===== src/rtl/psg_mix_pkg.sv =====
// Shared types and sample-mixing helpers for the PSG stereo mixer.
// Signed output formatting (PSG_MIX_SIGNED_EN) is selected in psg_stereo_mixer.
package psg_mix_pkg;

    localparam int SAMPLE_W = 10;
    localparam int OUT_W    = 16;

    typedef enum logic [1:0] {
        MONO = 2'b00,
        ABC  = 2'b01,
        ACB  = 2'b10
    } stereo_mode_e;

    typedef enum logic {
        PLAY  = 1'b0,
        MUTED = 1'b1
    } mute_state_e;

    typedef struct packed {
        logic [SAMPLE_W-1:0] l;
        logic [SAMPLE_W-1:0] r;
    } sample_pair_t;

    // Encoding 2'b11 is a second spelling of mono.
    function automatic stereo_mode_e decode_mode(input logic [1:0] mode_bits);
        stereo_mode_e mode;
        case (mode_bits)
            2'b01:   mode = ABC;
            2'b10:   mode = ACB;
            default: mode = MONO;
        endcase
        return mode;
    endfunction

    function automatic sample_pair_t mix_pair(input stereo_mode_e mode,
                                              input logic [7:0] a,
                                              input logic [7:0] b,
                                              input logic [7:0] c);
        sample_pair_t        pair;
        logic [SAMPLE_W-1:0] a1, b1, c1, a2, b2, c2;
        a1 = {2'b00, a};
        b1 = {2'b00, b};
        c1 = {2'b00, c};
        a2 = {1'b0, a, 1'b0};
        b2 = {1'b0, b, 1'b0};
        c2 = {1'b0, c, 1'b0};
        case (mode)
            ABC: begin
                pair.l = a2 + b1;
                pair.r = c2 + b1;
            end
            ACB: begin
                pair.l = a2 + c1;
                pair.r = b2 + c1;
            end
            default: begin
                pair.l = a1 + b1 + c1;
                pair.r = a1 + b1 + c1;
            end
        endcase
        return pair;
    endfunction

endpackage


===== src/rtl/psg_mix_accum.sv =====
// One window accumulator/averager; avg is the mean including the current sample,
// valid to register on the CE that completes the window.
module psg_mix_accum
    import psg_mix_pkg::*;
#(
    parameter int DECIM_LOG2 = 3
) (
    input  logic                clk,
    input  logic                reset,
    input  logic                ce,
    input  logic                last,
    input  logic [SAMPLE_W-1:0] sample,
    output logic [SAMPLE_W-1:0] avg
);

    localparam int ACC_W = SAMPLE_W + DECIM_LOG2;

    logic [ACC_W-1:0] acc_q;
    logic [ACC_W-1:0] acc_d;
    logic [ACC_W-1:0] sum;

    always_comb begin
        sum   = acc_q + ACC_W'(sample);
        acc_d = acc_q;
        if (ce) begin
            acc_d = last ? '0 : sum;
        end
    end

    assign avg = sum[ACC_W-1:DECIM_LOG2];

    always_ff @(posedge clk) begin
        if (reset) begin
            acc_q <= '0;
        end else begin
            acc_q <= acc_d;
        end
    end

endmodule


===== src/rtl/psg_stereo_mixer.sv =====
// Stereo mixer/decimator for the TurboSound PSG pair with idle auto-mute.
// Define PSG_MIX_SIGNED_EN for two's-complement outputs instead of unsigned.
module psg_stereo_mixer
    import psg_mix_pkg::*;
#(
    parameter int DECIM_LOG2   = 3,
    parameter int MUTE_WINDOWS = 256
) (
    input  logic             CLK,
    input  logic             RESET,
    input  logic             CE,
    input  logic [7:0]       CHANNEL_A,
    input  logic [7:0]       CHANNEL_B,
    input  logic [7:0]       CHANNEL_C,
    input  logic             ACTIVE,
    input  logic [1:0]       STEREO_MODE,
    output logic [OUT_W-1:0] OUT_L,
    output logic [OUT_W-1:0] OUT_R,
    output logic             OUT_VALID
);

    localparam logic [15:0] IDLE_LIMIT = 16'(MUTE_WINDOWS);

    logic win_first;
    logic win_last;

    generate
        if (DECIM_LOG2 == 0) begin : g_no_cnt
            assign win_first = 1'b1;
            assign win_last  = 1'b1;
        end else begin : g_cnt
            logic [DECIM_LOG2-1:0] win_cnt_q;
            logic [DECIM_LOG2-1:0] win_cnt_d;

            always_comb begin
                win_cnt_d = win_cnt_q;
                if (CE) begin
                    win_cnt_d = win_cnt_q + 1'b1;
                end
            end

            always_ff @(posedge CLK) begin
                if (RESET) begin
                    win_cnt_q <= '0;
                end else begin
                    win_cnt_q <= win_cnt_d;
                end
            end

            assign win_first = (win_cnt_q == '0);
            assign win_last  = &win_cnt_q;
        end
    endgenerate

    logic [1:0]          mode_q, mode_d;
    logic                act_seen_q, act_seen_d;
    mute_state_e         state_q, state_d;
    logic [15:0]         idle_q, idle_d;
    logic [OUT_W-1:0]    out_l_q, out_l_d;
    logic [OUT_W-1:0]    out_r_q, out_r_d;
    logic                out_valid_q, out_valid_d;
    logic [1:0]          eff_mode;
    logic                window_active;
    sample_pair_t        pair;
    logic [SAMPLE_W-1:0] avg_l, avg_r;
    logic [OUT_W-1:0]    fmt_l, fmt_r;

    // The mode seen on a window's first CE governs every sample of that window.
    assign eff_mode      = win_first ? STEREO_MODE : mode_q;
    assign pair          = mix_pair(decode_mode(eff_mode), CHANNEL_A, CHANNEL_B, CHANNEL_C);
    assign window_active = act_seen_q | ACTIVE;

    psg_mix_accum #(.DECIM_LOG2(DECIM_LOG2)) u_accum_l (
        .clk    (CLK),
        .reset  (RESET),
        .ce     (CE),
        .last   (win_last),
        .sample (pair.l),
        .avg    (avg_l)
    );

    psg_mix_accum #(.DECIM_LOG2(DECIM_LOG2)) u_accum_r (
        .clk    (CLK),
        .reset  (RESET),
        .ce     (CE),
        .last   (win_last),
        .sample (pair.r),
        .avg    (avg_r)
    );

`ifdef PSG_MIX_SIGNED_EN
    assign fmt_l = {~avg_l[SAMPLE_W-1], avg_l[SAMPLE_W-2:0], 6'b0};
    assign fmt_r = {~avg_r[SAMPLE_W-1], avg_r[SAMPLE_W-2:0], 6'b0};
`else
    assign fmt_l = {avg_l, 6'b0};
    assign fmt_r = {avg_r, 6'b0};
`endif

    always_comb begin
        mode_d      = mode_q;
        act_seen_d  = act_seen_q;
        state_d     = state_q;
        idle_d      = idle_q;
        out_l_d     = out_l_q;
        out_r_d     = out_r_q;
        out_valid_d = 1'b0;

        if (CE) begin
            if (win_first) begin
                mode_d = STEREO_MODE;
            end
            act_seen_d = win_last ? 1'b0 : window_active;

            if (state_q == MUTED && ACTIVE) begin
                state_d = PLAY;
                idle_d  = '0;
            end

            // Mute is judged on the next state so an unmute on the completing CE is heard.
            if (win_last) begin
                if (window_active) begin
                    idle_d = '0;
                end else if (idle_q != IDLE_LIMIT) begin
                    idle_d = idle_q + 1'b1;
                end
                if (idle_d == IDLE_LIMIT) begin
                    state_d = MUTED;
                end
                out_valid_d = 1'b1;
                out_l_d     = (state_d == MUTED) ? '0 : fmt_l;
                out_r_d     = (state_d == MUTED) ? '0 : fmt_r;
            end
        end
    end

    always_ff @(posedge CLK) begin
        if (RESET) begin
            mode_q      <= 2'b00;
            act_seen_q  <= 1'b0;
            state_q     <= PLAY;
            idle_q      <= '0;
            out_l_q     <= '0;
            out_r_q     <= '0;
            out_valid_q <= 1'b0;
        end else begin
            mode_q      <= mode_d;
            act_seen_q  <= act_seen_d;
            state_q     <= state_d;
            idle_q      <= idle_d;
            out_l_q     <= out_l_d;
            out_r_q     <= out_r_d;
            out_valid_q <= out_valid_d;
        end
    end

    assign OUT_L     = out_l_q;
    assign OUT_R     = out_r_q;
    assign OUT_VALID = out_valid_q;

endmodule


===== config.mk =====
export PLATFORM = sky130hd
export DESIGN_NAME = psg_stereo_mixer
export DESIGN_NICKNAME = d
export VERILOG_FILES = /design/src/rtl/psg_mix_pkg.sv /design/src/rtl/psg_mix_accum.sv /design/src/rtl/psg_stereo_mixer.sv
export SDC_FILE = /design/constraint.sdc
export NUM_CORES = 1
export LEC_CHECK = 0
export BUFFER_PORTS_ARGS = -buffer_cell sky130_fd_sc_hd__clkbuf_2
export CORE_MARGIN = 3
export CORE_UTILIZATION = 65
export DETAILED_ROUTE_END_ITERATION = 7
export PLACE_DENSITY = 0.87
export SKIP_CTS_REPAIR_TIMING = 1
export SYNTH_ARGS = -nofsm -noshare
export SYNTH_HDL_FRONTEND = slang
export SYNTH_SLANG_ARGS = --single-unit

===== constraint.sdc =====
create_clock -name CLK -period 9.7 [get_ports CLK]
set_clock_uncertainty 0.2 [all_clocks]
set_input_delay 1.455 -clock CLK [delete_from_list [all_inputs] [get_ports CLK]]
set_output_delay 1.455 -clock CLK [all_outputs]
set_load 0.005 [all_outputs]

; ---- Yosys cells after proc, flatten, opt, wreduce, memory -nomap -nowiden
; Index checks and enable logic that the tools add are counted.
; Widths: inputs -> output; s select.
[word_totals]
regBits = 82
word_cells = 53
inputBits = 30
out_inout_bits = 33
[classes]
bitwise = 2
n_reduce_logical = 5
n_eq_ne = 6
n_mux = 20
addsub = 10
[op_table]
columns = operator, n
row1 = $mux 16, 8
row2 = $add 9x8->10, 5
row3 = $pmux 20 s2, 1
row4 = $add 13x10->13, 2
row5 = $mux 13, 2
row6 = $add 16x1->16 const B, 1
row7 = $eq 16x9->1 const B, 1
row8 = $ne 16x9->1 const B, 1
row9 = $add 8x8->9, 1
row10 = $mux 1, 7
row11 = $eq 2x1->1 const B, 2
row12 = $eq 2x2->1 const B, 2
row13 = $pmux 2 s2, 1
row14 = $reduce_and 4->1, 1
row15 = $add 3x1->3 const B, 1
row16 = $logic_not 3->1, 1
row17 = $reduce_and 3->1, 1
row18 = $mux 2, 1
row19 = $reduce_or 2->1, 1
row20 = $logic_and 1x1->1, 1
row21 = $not 1->1, 1
row22 = $or 1x1->1, 1

; ---- Logic depth before layout (Yosys ltp)
[depth]
word_depth = 11
mapped_depth = 24
ltp_nobuf = 23

; ---- Modules after synthesis
; Synthesis repeated with hierarchy kept, for this count alone.
[hier_totals]
hier_cells = 687
hier_area_um2 = 5894.4
[modules_own_cells]
columns = mod, area_per_inst_um2, seq_area_each_um2, cells_each, n_inst
row1 = psg_stereo_mixer, 3831.2, 880.8, 438, 1
row2 = psg_mix_accum at u_accum_l, 1094.8, 260.2, 136, 1
row3 = psg_mix_accum at u_accum_r, 968.4, 260.2, 113, 1

; ---- Worst setup path after synthesis
; Ideal clock, no wire load.
[synth_path]
path_type = input to register
start = input STEREO_MODE[0]
end = register u_accum_l.acc_q[11]
t_required_ns = 9.426
t_arrival_ns = 5.630
path_buffers = 1
path_slack_ns = 3.795
stages = 20
setup_ns = 0.074
path_cell_list = mux2i_1 ha_1 clkbuf_1 mux2_2 ha_1 fa_1 nand3_1 nand2_1 nand3_1 nand2_1 xor2_1 a22o_1 ha_1 or3_1 or3_1 a31oi_2 nor2b_1 o21a_1 or3b_1 a31oi_1
[synth_between]
elab_chain_cells = 7
word_cells_on_any_way = 9
classes_between = 1 x add/sub / 4 x eq/ne / 4 x mux
[synth_lines]
columns = element, line
row1 = start: declaration, psg_stereo_mixer.sv:16  ; input logic [1:0] STEREO_MODE,
row2 = $mux 2 *, n/a
row3 = $eq 2x2->1 / $eq 2x1->1 (equally long branches), psg_mix_pkg.sv:27  ; case (mode_bits)
row4 = $pmux 2 s2 *, psg_mix_pkg.sv:27
row5 = $eq 2x2->1 / $eq 2x1->1 (equally long branches), psg_mix_pkg.sv:47  ; case (mode)
row6 = $pmux 20 s2 *, psg_mix_pkg.sv:47
row7 = $add 13x10->13 *, psg_mix_accum.sv:23  ; sum = acc_q + ACC_W'(sample);
row8 = $mux 13 *, psg_mix_accum.sv:26  ; acc_d = last ? '0 : sum;
row9 = end signal: assignment, psg_mix_accum.sv:34  ; acc_q <= '0;
row10 = end signal: assignment, psg_mix_accum.sv:36  ; acc_q <= acc_d;
row11 = end: declaration, psg_mix_accum.sv:18  ; logic [ACC_W-1:0] acc_q;
; Mark *: on every way between the ends. The rest lies on a longest branch, timed or not.
; A chain may end at the register's enable or synchronous reset.

; ---- Final worst setup path
; Ends and elaborated chain as after synthesis.

==> reports/metrics.cfg <==
[outcome]
status = completed

[power]
powerDensity_mw_per_mm2 = 195
vdd_drop_max_uv = 88.0
intPower_w = 0.000703
p_sw_w = 0.000488
power_frac_comb = 0.484
pwr-share-seq = 0.283
switching_share = 0.410
clockPowerShare = 0.233
power_w = 0.00119
p_leak_nw = 2.67

[worst_setup_path]
crit_required_ns = 9.77
slowest_delay_ns = 0.52
cp_cell_sequence = clkbuf_2 > mux2i_1 > ha_1 > mux2_2 > ha_1 > a21o_1 > a21o_1 > a21o_1 > a2111oi_0 > nor3_1 > xnor2_1 > o31ai_1 > ha_1 > o221a_2 > a31oi_2 > nor2b_1 > o21a_1 > or3b_1 > a31oi_1
criticalPathCategory = primary input to flip-flop
worst_ep_arrival_time_ns = 6.18
critPathMaxFanout = 12
cp_slowest_cell = ha_1
cp-start-kind = primary input
end_kind = flip-flop

[cells_and_area]
layout_commonest_cell = nor2_1
stdcell_area_sq_mm = 0.00612
fillers = 635
area_growth_pct = 7.43
nNetsFinal = 812
mostFrequentLayoutCells = 89 x nor2_1, 70 x dfxtp_1, 58 x ha_1
drive_above_1_share = 0.119
diodes = 0
multiInputGateArea_sq_mm = 0.00401
ff_latch_area_sq_mm = 0.00140

[synth]
synth_edf_count = 0
synth_compound_area_frac = 0.244
syn_inst = 679
synth_ff_type = dfxtp_1
synth.avg_cell_area_sq_um = 8.38
yosys.area_share.simple = 0.179
synth-seq-cells = 70
synth.area.top_cells = dfxtp_1 25%, ha_1 13%, nor2_1 5.9%
synth.cell_area_sq_mm = 0.00569
ys_types = 67
synthAdderAreaFrac = 0.177
async_flop_share = 0
synth_top_area_share = 0.246
synth_top_family_by_area = compound AO/OA/AOI/OAI gates
synth_mux_area_frac = 0.0246
synth_area_leader_cell = dfxtp_1
ys_seq_area_frac = 0.246
synthXorXnorAreaFrac = 0.0723
yosysWarnings = 0

[grt]
grt_overflow = 0
grt_first_pass_wirelength_microns = 23600
antenna_found_initial = 0
grt_pass1_vias = 5107
grt_max_degree = 39
grtUsageTotal = 0.292

[route]
via_per_inst = 6.41
num_vias = 5253
dr.pass1.iters = 5
wl_per_cell_microns = 17.3
drt-initial-drc-count = 295
ant_nets = 0
drc = 0
wirelength_microns = 14200

[die]
initial_core_util = 0.683
fp.dieH_microns = 99.6
core_sq_mm = 0.00834
die-area_sq_mm = 0.00992
ioPinCount = 63
fp-row-count = 33
die_w_microns = 99.6

[cts]
cts_root_buf = clkbuf_8
cts_tree = built
clkTransAtPathRegs_ns = 0.08
clockBufferDepth = 2
h-tree-depth = 3
cts_num_sinks = 70
clk_latency_ns = 0.36
cts_buffers = 9

[sta]
fin_ws_ns = 3.59
post-route-period-util = 0.630
worst_slew_pin_slew_ns = 1.34
rsz0062_at_grt = no
setup_violations = 0
max_slew_margin = 0.101
max_freq_mhz = 164
final_hold_viol_count = 0
maxSlewViolCount = 0
setup_tns_ns = 0
period_needed_ns = 6.11

[flow_run]
maxCapViolCount = 0

[placed_design]
io_buffers = 50
dpl_cell_area_sq_mm = 0.00589
globalplace.congestion = 0.950
place.detailed.hpwl_microns = 10700
pre_cts_ws_ns = 3.29

[hold_path]
hold_class = flip-flop to flip-flop

## area by class of cell
class	instances	share of cell area
clock buffer	9	0.0203
timing repair buffer	51	0.0421
sequential	70	0.229
inverter	24	0.0147
tap	105	0.0215
multi-input combinational	554	0.655
clock inverter	7	0.0172
## path summary, 6_finish.rpt
kind | startpoint | end | slack (ns) | depth (start not counted)
worst max register to register | g_cnt.win_cnt_q[0]$_SDFFE_PP0P_ | u_accum_l.acc_q[11]$_SDFFE_PP0P_ | 3.83 | 21
worst min-delay path | OUT_L[12]$_SDFFE_PP0P_ | OUT_L[12]$_SDFFE_PP0P_ | 0.29 | 1
worst min register to register | OUT_L[12]$_SDFFE_PP0P_ | OUT_L[12]$_SDFFE_PP0P_ | 0.29 | 1
worst max-delay path | STEREO_MODE[0] | u_accum_l.acc_q[11]$_SDFFE_PP0P_ | 3.59 | 19
## state kept, by name (all words and copies together), names as in the netlist
register and flops:
u_accum_l.acc_q 13, g_cnt.win_cnt_q 3, idle_q 16, state_q 1, act_seen_q 1, OUT_R 10, OUT_L 10, OUT_VALID 1
u_accum_r.acc_q 13, mode_q 2
## through the flow
| step | hold WS [ns] | instances | util |
|---|---|---|---|
| floorplan | 0.257 | 690 | - |
| global placement | 0.260 | 804 | 0.706 |
| detailed placement | 0.268 | 804 | 0.706 |
| CTS | 0.287 | 820 | 0.733 |
| global route | 0.296 | 820 | 0.733 |
| finish | 0.285 | 820 | 0.733 |
## power groups by stage
stage	sequential (W)	clock, W	combinational, W
2_1_floorplan	0.000336	0	0.000436
3_3_place_gp	0.000340	0	0.000523
3_5_place_dp	0.000341	0	0.000555
4_1_cts	0.000336	0.000277	0.000565
5_1_grt	0.000340	0.000290	0.000636
6_report	0.000337	0.000278	0.000577
## synth_stat cells (4+ instances only)
master,n
nor4_1,4
a22oi_1,19
o211ai_1,4
a21oi_1,33
o21ai_0,42
xnor2_1,31
nand2_1,38
nor2b_1,8
buf_6,4
a221oi_1,4
and3_1,4
inv_1,23
nor3_1,11
buf_4,12
xor2_1,16
nand2b_1,10
mux2_2,8
a22o_1,27
a21o_1,12
ha_1,58
a211oi_1,12
nand4_1,6
o21a_1,6
a31oi_1,7
nand3_1,18
fa_1,14
nor2_1,89
mux2i_1,5
or3_1,6
clkbuf_1,23
o31ai_1,5
dfxtp_1,70
## critical path, delay by kind of cell
family | cells | cell delay (ns)
simple gates | 3 | 0.58
compound gates | 9 | 2.12
xor+xnor | 1 | 0.17
fa+ha+maj | 3 | 1.05
mux | 2 | 0.71
buf+inv | 1 | 0.08
## per-layer routing
layer	GRT usage	vias up	wire length [microns]
li1	-	2513	-
met1	0.364	2496	5900
met2	0.489	200	6880
met3	0.0547	44	912
met4	0.134	0	504
met5	0	-	0
## logic make-up (layout without fill, tap and decap cells)
| kind of cell | Yosys count | after routing |
|---|---|---|
| buf+inv | 66 | 91 |
| other cells | 1 | 12 |
| mux | 13 | 13 |
| compound gates | 200 | 200 |
| xor+xnor | 47 | 47 |
| flops | 70 | 70 |
| simple gates | 210 | 210 |
| fa+ha+maj | 72 | 72 |
No activity file was read; power rests on OpenSTA's default activity.
